File: src/rtl/seq2b_pkg.sv
// Shared types and helpers for the 2-bit sequence game and its autoplayer.
package seq2b_pkg;

    localparam int DEPTH = 8;

    typedef logic [1:0] sym_t;

    typedef enum logic [2:0] {
        ST_IDLE,
        ST_LISTEN,
        ST_PRESS,
        ST_RELEASE,
        ST_DONE
    } state_e;

    function automatic logic is_onehot(input logic [3:0] v);
        return (v != 4'd0) && ((v & (v - 4'd1)) == 4'd0);
    endfunction

    function automatic sym_t enc_sym(input logic [3:0] v);
        sym_t s;
        s = 2'd0;
        if (v[1]) s = 2'd1;
        if (v[2]) s = 2'd2;
        if (v[3]) s = 2'd3;
        return s;
    endfunction

    function automatic logic [3:0] dec_sym(input sym_t s);
        return 4'b0001 << s;
    endfunction

endpackage

File: src/rtl/seq2b_symbuf.sv
// Symbol register file: append at count, random read at index.
module seq2b_symbuf
    import seq2b_pkg::*;
(
    input  logic       clk_i,
    input  logic       reset_i,
    input  logic       clr_i,
    input  logic       wr_i,
    input  sym_t       wsym_i,
    input  logic [3:0] ridx_i,
    output sym_t       rsym_o,
    output logic [3:0] count_o,
    output logic       full_o
);

    localparam int AW = $clog2(DEPTH);

    sym_t       mem_q [DEPTH];
    logic [3:0] count_q, count_d;
    logic       full;
    logic       do_wr;

    assign full  = (count_q == 4'(DEPTH));
    assign do_wr = wr_i && !full && !clr_i;

    always_comb begin
        count_d = count_q;
        if (clr_i) begin
            count_d = 4'd0;
        end else if (do_wr) begin
            count_d = count_q + 4'd1;
        end
    end

    always_ff @(posedge clk_i or posedge reset_i) begin
        if (reset_i) begin
            count_q <= 4'd0;
            for (int i = 0; i < DEPTH; i++) begin
                mem_q[i] <= 2'd0;
            end
        end else begin
            count_q <= count_d;
            if (do_wr) begin
                mem_q[count_q[AW-1:0]] <= wsym_i;
            end
        end
    end

    // Reads past the last entry return 0 rather than aliasing.
    assign rsym_o  = (ridx_i < 4'(DEPTH)) ? mem_q[ridx_i[AW-1:0]] : 2'd0;
    assign count_o = count_q;
    assign full_o  = full;

endmodule

File: src/rtl/seq2b_autoplayer.sv
// Autoplayer: records the game's light sequence, then replays it as button presses.
module seq2b_autoplayer
    import seq2b_pkg::*;
#(
    parameter int QUIET_CYC = 6,
    parameter int PRESS_CYC = 2,
    parameter int GAP_CYC   = 2
) (
    input  logic       clk,
    input  logic       reset,
    input  logic       enable,
    input  logic [3:0] l,
    input  logic       win,
    output logic [3:0] b,
    output logic       busy,
    output logic       done,
    output logic       err,
    output logic [3:0] count
);

    localparam int TMAX = (QUIET_CYC > PRESS_CYC)
                        ? ((QUIET_CYC > GAP_CYC) ? QUIET_CYC : GAP_CYC)
                        : ((PRESS_CYC > GAP_CYC) ? PRESS_CYC : GAP_CYC);
    localparam int CW   = $clog2(TMAX + 1);

    state_e        state_q, state_d;
    logic [3:0]    idx_q, idx_d;
    logic [CW-1:0] qcnt_q, qcnt_d;
    logic [CW-1:0] tcnt_q, tcnt_d;
    logic [3:0]    lprev_q;
    logic          err_q, err_d;
    logic [3:0]    b_q, b_d;
    logic          busy_q, busy_d;
    logic          done_q, done_d;

    logic          lit_edge;
    logic          legal;
    logic          wr;
    logic          clr;
    logic          full;
    sym_t          rsym;
    logic [3:0]    cnt;

    assign lit_edge = (lprev_q == 4'd0) && (l != 4'd0);
    assign legal    = is_onehot(l);

    seq2b_symbuf u_buf (
        .clk_i   (clk),
        .reset_i (reset),
        .clr_i   (clr),
        .wr_i    (wr),
        .wsym_i  (enc_sym(l)),
        .ridx_i  (idx_d),
        .rsym_o  (rsym),
        .count_o (cnt),
        .full_o  (full)
    );

    always_comb begin
        state_d = state_q;
        idx_d   = idx_q;
        qcnt_d  = qcnt_q;
        tcnt_d  = tcnt_q;
        err_d   = err_q;
        wr      = 1'b0;
        clr     = 1'b0;
        if (!enable) begin
            state_d = ST_IDLE;
        end else if (win && state_q != ST_IDLE) begin
            state_d = ST_DONE;
        end else begin
            unique case (state_q)
                ST_IDLE: begin
                    state_d = ST_LISTEN;
                    clr     = 1'b1;
                    idx_d   = 4'd0;
                    qcnt_d  = '0;
                    tcnt_d  = '0;
                    err_d   = 1'b0;
                end
                ST_LISTEN: begin
                    wr = lit_edge && legal;
                    if (lit_edge && (!legal || full)) begin
                        err_d = 1'b1;
                    end
                    if (l != 4'd0) begin
                        qcnt_d = '0;
                    end else if (qcnt_q != CW'(QUIET_CYC)) begin
                        qcnt_d = qcnt_q + 1'b1;
                    end
                    // Leading darkness before any symbol never starts a replay.
                    if (l == 4'd0 && qcnt_d == CW'(QUIET_CYC) && cnt != 4'd0) begin
                        state_d = ST_PRESS;
                        idx_d   = 4'd0;
                        tcnt_d  = '0;
                    end
                end
                ST_PRESS: begin
                    if (tcnt_q == CW'(PRESS_CYC - 1)) begin
                        state_d = ST_RELEASE;
                        tcnt_d  = '0;
                    end else begin
                        tcnt_d = tcnt_q + 1'b1;
                    end
                end
                ST_RELEASE: begin
                    if (tcnt_q == CW'(GAP_CYC - 1)) begin
                        tcnt_d = '0;
                        idx_d  = idx_q + 4'd1;
                        if (idx_q + 4'd1 == cnt) begin
                            state_d = ST_LISTEN;
                            clr     = 1'b1;
                            qcnt_d  = '0;
                        end else begin
                            state_d = ST_PRESS;
                        end
                    end else begin
                        tcnt_d = tcnt_q + 1'b1;
                    end
                end
                ST_DONE: begin
                    state_d = ST_DONE;
                end
                default: begin
                    state_d = ST_IDLE;
                end
            endcase
        end
    end

    // Outputs are decoded from the next state so they register alongside it.
    always_comb begin
        busy_d = (state_d == ST_LISTEN) || (state_d == ST_PRESS)
              || (state_d == ST_RELEASE);
        done_d = (state_d == ST_DONE);
        b_d    = (state_d == ST_PRESS) ? dec_sym(rsym) : 4'd0;
    end

    always_ff @(posedge clk or posedge reset) begin
        if (reset) begin
            state_q <= ST_IDLE;
            idx_q   <= 4'd0;
            qcnt_q  <= '0;
            tcnt_q  <= '0;
            lprev_q <= 4'd0;
            err_q   <= 1'b0;
            b_q     <= 4'd0;
            busy_q  <= 1'b0;
            done_q  <= 1'b0;
        end else begin
            state_q <= state_d;
            idx_q   <= idx_d;
            qcnt_q  <= qcnt_d;
            tcnt_q  <= tcnt_d;
            lprev_q <= l;
            err_q   <= err_d;
            b_q     <= b_d;
            busy_q  <= busy_d;
            done_q  <= done_d;
        end
    end

    assign b     = b_q;
    assign busy  = busy_q;
    assign done  = done_q;
    assign err   = err_q;
    assign count = cnt;

endmodule

File: config.mk
export PLATFORM = sky130hd
export DESIGN_NAME = seq2b_autoplayer
export DESIGN_NICKNAME = d
export VERILOG_FILES = /design/src/rtl/seq2b_pkg.sv /design/src/rtl/seq2b_symbuf.sv /design/src/rtl/seq2b_autoplayer.sv
export SDC_FILE = /design/constraint.sdc
export NUM_CORES = 1
export LEC_CHECK = 0
export CORE_MARGIN = 1
export CORE_UTILIZATION = 58
export DETAILED_ROUTE_END_ITERATION = 8
export MAX_ROUTING_LAYER = met4
export PLACE_DENSITY = 0.85
export SYNTH_ARGS = -nofsm -noshare
export SYNTH_HDL_FRONTEND = slang
export SYNTH_SLANG_ARGS = --single-unit
export TNS_END_PERCENT = 100
File: constraint.sdc
create_clock -name clk -period 3.4 [get_ports clk]
set_clock_uncertainty 0.2 [all_clocks]
set_input_delay 0.51 -clock clk [delete_from_list [all_inputs] [get_ports clk]]
set_output_delay 0.51 -clock clk [all_outputs]
set_load 0.02 [all_outputs]
**Word level (Yosys, flattened, before mapping)**

Index checks and enable logic that the tools add are counted.
Widths: inputs -> output; s select.

- Flip-flop bits (word level): 44
- Output and inout port bits: 11
- Word-level logic and storage cells: 126

- $add $sub $neg: 5
- Magnitude comparators: 4
- Equality and inequality tests: 17
- Shifts and indexed selects: 1
- Muxes and demuxes: 46
- Bitwise gates (word level): 4
- Reduce and logical (&&, ||, !) cells: 31

Operator list:

| kind | number |
|---|---|
| $mux 3 | 14 |
| $mux 4 | 7 |
| $pmux 3 s3 | 2 |
| $bwmux 16 | 1 |
| $pmux 3 s5 | 1 |
| $mux 2 | 7 |
| $eq 3x2->1 const B | 4 |
| $logic_not 4->1 | 3 |
| $pmux 4 s3 | 1 |
| $logic_and 1x1->1 | 10 |
| $eq 3x1->1 const B | 3 |
| $eq 3x3->1 const B | 3 |
| $mux 1 | 9 |
| $reduce_bool 3->1 | 3 |
| $add 4x1->4 const B | 2 |
| $ge 4x4->1 const B | 2 |
| $ne 2x2->1 const B | 4 |
| $not 3->4 | 2 |
| $reduce_and 4->1 | 2 |
| $reduce_bool 4->1 | 2 |
| $add 3x1->3 const B | 2 |
| $bmux 2 s3 | 1 |
| $demux 2 s3 | 1 |
| $reduce_and 5->1 | 1 |
| other kinds (15) | 21 |

**Longest topological paths before layout**

- Depth after elaboration: 20
- Mapped depth: 12
- Mapped depth without buffers: 10

**Hierarchy**

A second synthesis with hierarchy kept.

- Cell total of the unflattened synthesis: 226
- Area, all modules: 2431.1 µm²

By module, submodules not included:

| module | instances | cells each | area an instance (µm²) | sequential area each (µm²) |
|---|---|---|---|---|
| seq2b_autoplayer | 1 | 150 | 1411.4 | 600.6 |
| seq2b_symbuf | 1 | 76 | 1019.7 | 500.5 |

**Worst setup path before layout**

No wires, ideal clock.

- Path type: input to register
- Start point: input port l[0]
- End point: register b_q[2], in the netlist b[2]
- Library setup time: 0.088 ns
- Data arrival time: 2.834 ns
- Setup slack: 0.278 ns
- Cell stages on the path: 10
- Cells stage by stage: or4_1 buf_2 or4_4 o21bai_4 a32o_2 buf_6 mux2i_1 mux2i_1 o2111a_1 nor3b_1

- Longest elaborated chain between the ends: 19
- Elaborated cells between the ends (all ways): 26

Ends and longest elaborated chain:

| item | line | text |
|---|---|---|
| start: declaration | seq2b_autoplayer.sv:12 | `input logic [3:0] l,` |
| $reduce_bool 4->1 | seq2b_autoplayer.sv:86 | `if (l != 4'd0) begin` |
| $mux 3 | seq2b_autoplayer.sv:86 |  |
| $mux 3 | seq2b_autoplayer.sv:72 | `unique case (state_q)` |
| $mux 3 | seq2b_autoplayer.sv:69 | `end else if (win && state_q != ST_IDLE) begin` |
| $mux 3 | seq2b_autoplayer.sv:67 | `if (!enable) begin` |
| $eq 3x3->1 | seq2b_autoplayer.sv:92 | `if (l == 4'd0 && qcnt_d == CW'(QUIET_CYC) && cnt != 4'd0) begin` |
| $logic_and 1x1->1 (*) (2 in a row) | seq2b_autoplayer.sv:92 |  |
| $mux 4 | seq2b_autoplayer.sv:92 |  |
| (+2 left out) | - |  |
| $mux 4 | seq2b_autoplayer.sv:67 |  |
| $not 3->4 (not written as such) | seq2b_symbuf.sv:50 | `assign rsym_o = (ridx_i < 4'(DEPTH)) ? mem_q[ridx_i[AW-1:0]] : 2'd0;` |
| $bmux 2 s3 | seq2b_symbuf.sv:50 |  |
| $mux 2 (not written as such) (2 in a row) | seq2b_symbuf.sv:50 |  |
| $mux 2 | seq2b_symbuf.sv:50 |  |
| $shl 1x2->4 | seq2b_pkg.sv:30 | `return 4'b0001 << s;` |
| $mux 4 (*) | seq2b_autoplayer.sv:136 | `b_d = (state_d == ST_PRESS) ? dec_sym(rsym) : 4'd0;` |
| named net b_d[2] | seq2b_autoplayer.sv:32 | `logic [3:0] b_q, b_d;` |
| end signal: assignment | seq2b_autoplayer.sv:147 | `b_q <= 4'd0;` |
| end signal: assignment | seq2b_autoplayer.sv:157 | `b_q <= b_d;` |
| end: declaration | seq2b_autoplayer.sv:32 |  |

Mark *: on every way through the listed nets, which the timed path passes. The rest lies on a longest branch. The select of a mux whose other input is x is not followed.
A chain may end at the register's enable or synchronous reset.

**Worst setup path in the final report**

Same ends and word-level chain as after synthesis.

==> summary by stage <==
Logic synthesis
The number of flops mapped to enable cells by yosys is 0. The number of nets in the synthesized netlist is ~250. In this run the mean area of a mapped cell was 10.5 sq um.

The arithmetic-cell share of the synthesized area counting full adders, half adders and majority gates is about 3.0%. The cell area that synthesis handed to floorplanning was roughly 2400 sq um. Synthesis inferred 44 register bits.

Of the synthesized area, sequential elements account for between 40% and 50%. The share of cell area taken by muxes after synthesis is 12.4%. After synthesis, the most frequently instantiated cells are dfrtp_1, nand2_1, inv_1, mux2_2, mux2i_1. The synthesized-area fraction occupied by and/or/nand/nor cells is 16.8%. The number of warning messages in the yosys log is 0.

The cell type with the highest aggregate area in the netlist is dfrtp_1. Summing the areas of all compound-gate instances in the mapped netlist gives about 14% of the synthesized area. After synthesis, the cell types taking the most area are dfrtp_1, mux2_2, mux2i_1, nand2_1, inv_1. The most used flip-flop cell after synthesis is dfrtp_1. The leading cell type by number of instances after synthesis is dfrtp_1.

The portion of synthesized cell area occupied by the leading cell type is 45.4%. The synthesized netlist contains 55 unique library cells. Synthesis produced a netlist whose cell count is 232. The largest family of logic cells by synthesized area is simple AND/OR/NAND/NOR gates. After Yosys synthesis, XOR and XNOR cells account for 3.25% of the synthesized area.

In the synthesized netlist the async set-or-reset flop fraction comes to 100%.

Routing
The routed wirelength normalized by instance count is between 15 and 20 um. The vias after detailed routing is roughly 1900. The detailed router finished its first iteration with around 160 violations. The final routed DRC violation total is 0.

The routed design has approximately 5.1 mm of wire. The number of nets with antenna violations after routing is 0. The first detailed-routing pass ran for 4 iterations. The number of vias per cell is 5.97.

Pwr
The cell-internal power is around 0.80 mW. The leakage power is approximately 1.3 nW. IR analysis of the VDD net gives a maximum drop of about 0.29 mV.

The power dissipated by switching net loads is 0.266 mW. The relative contribution of the clock network to total power is around two fifths. Combinational logic burns between 10% and 20% of the power.

The power density normalized to cell area is ~370 nW/um^2. The switching portion of total power is 24.8%. The share of total power dissipated in sequential elements is 51.0%.

Worst setup path
The slowest stage of the critical path is the or4_4 cell. The delay of the slowest cell on the worst path is about 0.55 ns. The endpoint class of the critical path is a register. The critical path goes through clkdlybuf4s50_1, or4_4, or4_4, o21bai_4, a32o_2, mux2i_1, mux2i_1, o2111a_1, nor3b_1.

STA classifies the critical path startpoint as an input pin. The worst path arrival time is around 3.3 ns. The family with the most delay on the worst path is simple AND/OR/NAND/NOR gates. The critical path in this run is classified as in2reg.

The buffers plus inverters on the worst setup path is 1. Of all nets on the critical path, the largest fanout is 5. The critical path data required time is ~3.4 ns.

Timing
The final-report max-slew violation count is 0. In the finished design, the share of the clock period the worst path needs comes to a little over nine tenths. The final count of hold timing violations was 0.

The count of final setup violators is 0. After layout, the worst setup slack is roughly 0.12 ns. Setup repair after global routing left no endpoint under its margin. The clock period minus final worst setup slack is roughly 3.3 ns. Derived from the worst setup path, the maximum achievable clock frequency is 304 MHz. For the pin with the worst max-slew slack, the measured transition is ~1.1 ns. The worst max-slew margin expressed relative to the limit is around 29%.

Layout
The total inserted antenna cells is 0. The area growth from synthesis to layout is 18.4%. The fraction of layout cells with a size suffix above 1 is 22.5%. The finished cells cover about 2900 sq um. After the last flow step, the layout net total stands at about 280.

CTS
In this run, post-CTS hold repair placed 0 buffers. The H-tree was split into 2 levels. The clock passes through at most 2 buffers. After clock tree synthesis, the clock-pin slew on the worst setup and hold paths is around 0.090 ns. Once the clock tree was built, the setup fixing pass inserted 0 buffers. The number of resized instances in the post-cts repair step is 0. TritonCTS created 5 clock buffers.

The clock tree from TritonCTS is done. The later-pin clock latency in the skew report is 0.31 ns. The total clock sinks is 44.

The tree is rooted in a clkbuf_8.

Floorplan
The die covers roughly 4400 sq um. For this configuration, the core starts out at a cell density of 60.6%. The height of the die is 66.7 um.

The die is 66.7 um wide. The initialized floorplan defines 23 standard-cell rows. For this design the top-level I/O count stands at 19. The core region is between 4000 and 5000 sq um.

GRT
Global routing finished with a remaining overflow of 0. Entering global routing, the biggest net connects 31 pins. The via count of the first global-routing pass is about 1900.

The wire length of the first global-routing pass is between 8 and 9 mm. Across every metal layer, demand over resource in global routing totals between 20% and 30%. The number of antenna violations at the first check in global routing came to 0.

Run
The number of maximum-capacitance violations is 0.

Status
The flow ran to the end, and the final reports show no timing, DRC or antenna violations.

Placement
The total half-perimeter wirelength after legalization and detailed placement is around 3.8 mm. The standard cell area after detailed placement is ~2700 sq um. In this run the tool buffered the top-level ports with 18 buffer cells. The routability congestion estimate is around 0.95. Timing analysis after detailed placement gives a worst setup slack of -0.219 ns.

Min path
In this run the worst hold path is classified as reg2reg.
[placed cells by master (no fill, tap or decap), drive strengths merged, types with 4 or more instances in the layout]
cell            n
clkdlybuf4s50  18
nor3            9
nor2            6
mux2           17
dfrtp          44
nand2          21
ha              5
a31o            4
xnor2           6
nor3b           4
o21ai           7
or4             4
buf            17
clkbuf          5
mux2i          11
or3             4
inv            17
a21oi           6
nand3          10
[area by class of cell]
cell class | instances | area, sq um
flip-flops and latches | 44 | 1100
clock inverters | 3 | 47.5
multi-input cells | 162 | 1210
inverters | 18 | 67.6
well taps | 50 | 62.6
repair buffers | 35 | 308
fillers | 291 | 1130
clock buffers | 5 | 68.8
[power groups by stage]
stage | sequential (mW) | combinational [mW] | clock [mW]
after floorplan | 0.552 | 0.0673 | 0
after global placement | 0.555 | 0.108 | 0
after detailed placement | 0.556 | 0.111 | 0
after CTS | 0.545 | 0.111 | 0.420
after global routing | 0.547 | 0.124 | 0.441
final | 0.546 | 0.112 | 0.413
[metrics by stage]
stage                     utilization [%]  std cells  hold slack (ns)  TNS, ns  power (mW)
final                                71.8        317            0.312        0        1.07
after global routing                 71.8        317            0.331        0        1.11
after CTS                            71.5        317            0.313        0        1.08
after detailed placement             68.6        309            0.293   -0.653       0.667
after global placement               68.6        309            0.289   -0.375       0.663
after floorplan                         -        232            0.279        0       0.619
[logic make-up after synthesis]
group / count (synthesis)
xor gates and xnor gates: 9
and+or+nand+nor: 75
adders and majority gates: 6
DFF: 44
muxes: 28
AOI/OAI and AO/OA: 44
buffers and inverters: 26
[flip-flops by register name, summed over array words and instances (netlist names)]
signal	cells
err	1
tcnt_q	3
qcnt_q	3
u_buf.count_o	4
done	1
idx_q	4
b	4
u_buf.mem_q	16
state_q	3
busy	1
lprev_q	4
[worst reg2reg max path: stages (launching register included)]
cell and delay, ns:
dfrtp_1 0.44, inv_1 0.07, ha_1 0.31, or4_4 0.56, o21bai_4 0.18, a32o_2 0.30
mux2i_1 0.21, mux2i_1 0.10, o2111a_1 0.25, nor3b_1 0.22
[worst paths after layout]
kind,startpoint,endpoint,slack (ns),cells after the start
setup / recovery,l[0],b[2],0.12,9
hold / removal,u_buf.mem_q[10],u_buf.mem_q[10],0.31,1
setup reg to reg,qcnt_q[0],b[2],0.45,9
hold reg to reg,u_buf.mem_q[10],u_buf.mem_q[10],0.31,1
max in group asynchronous,reset,u_buf.mem_q[15],1.88,3
min in group asynchronous,reset,u_buf.mem_q[8],0.43,2
[layer usage]
layer  global-route usage, %  up-vias  part of all wire, %
met5                       -        -                    0
met4                    8.78        0                  1.0
met3                    6.68        6                  3.5
met2                    44.4       43                   50
met1                    33.7      928                   45
li1                        -      915                    -
Power figures use the tool's default switching activity.
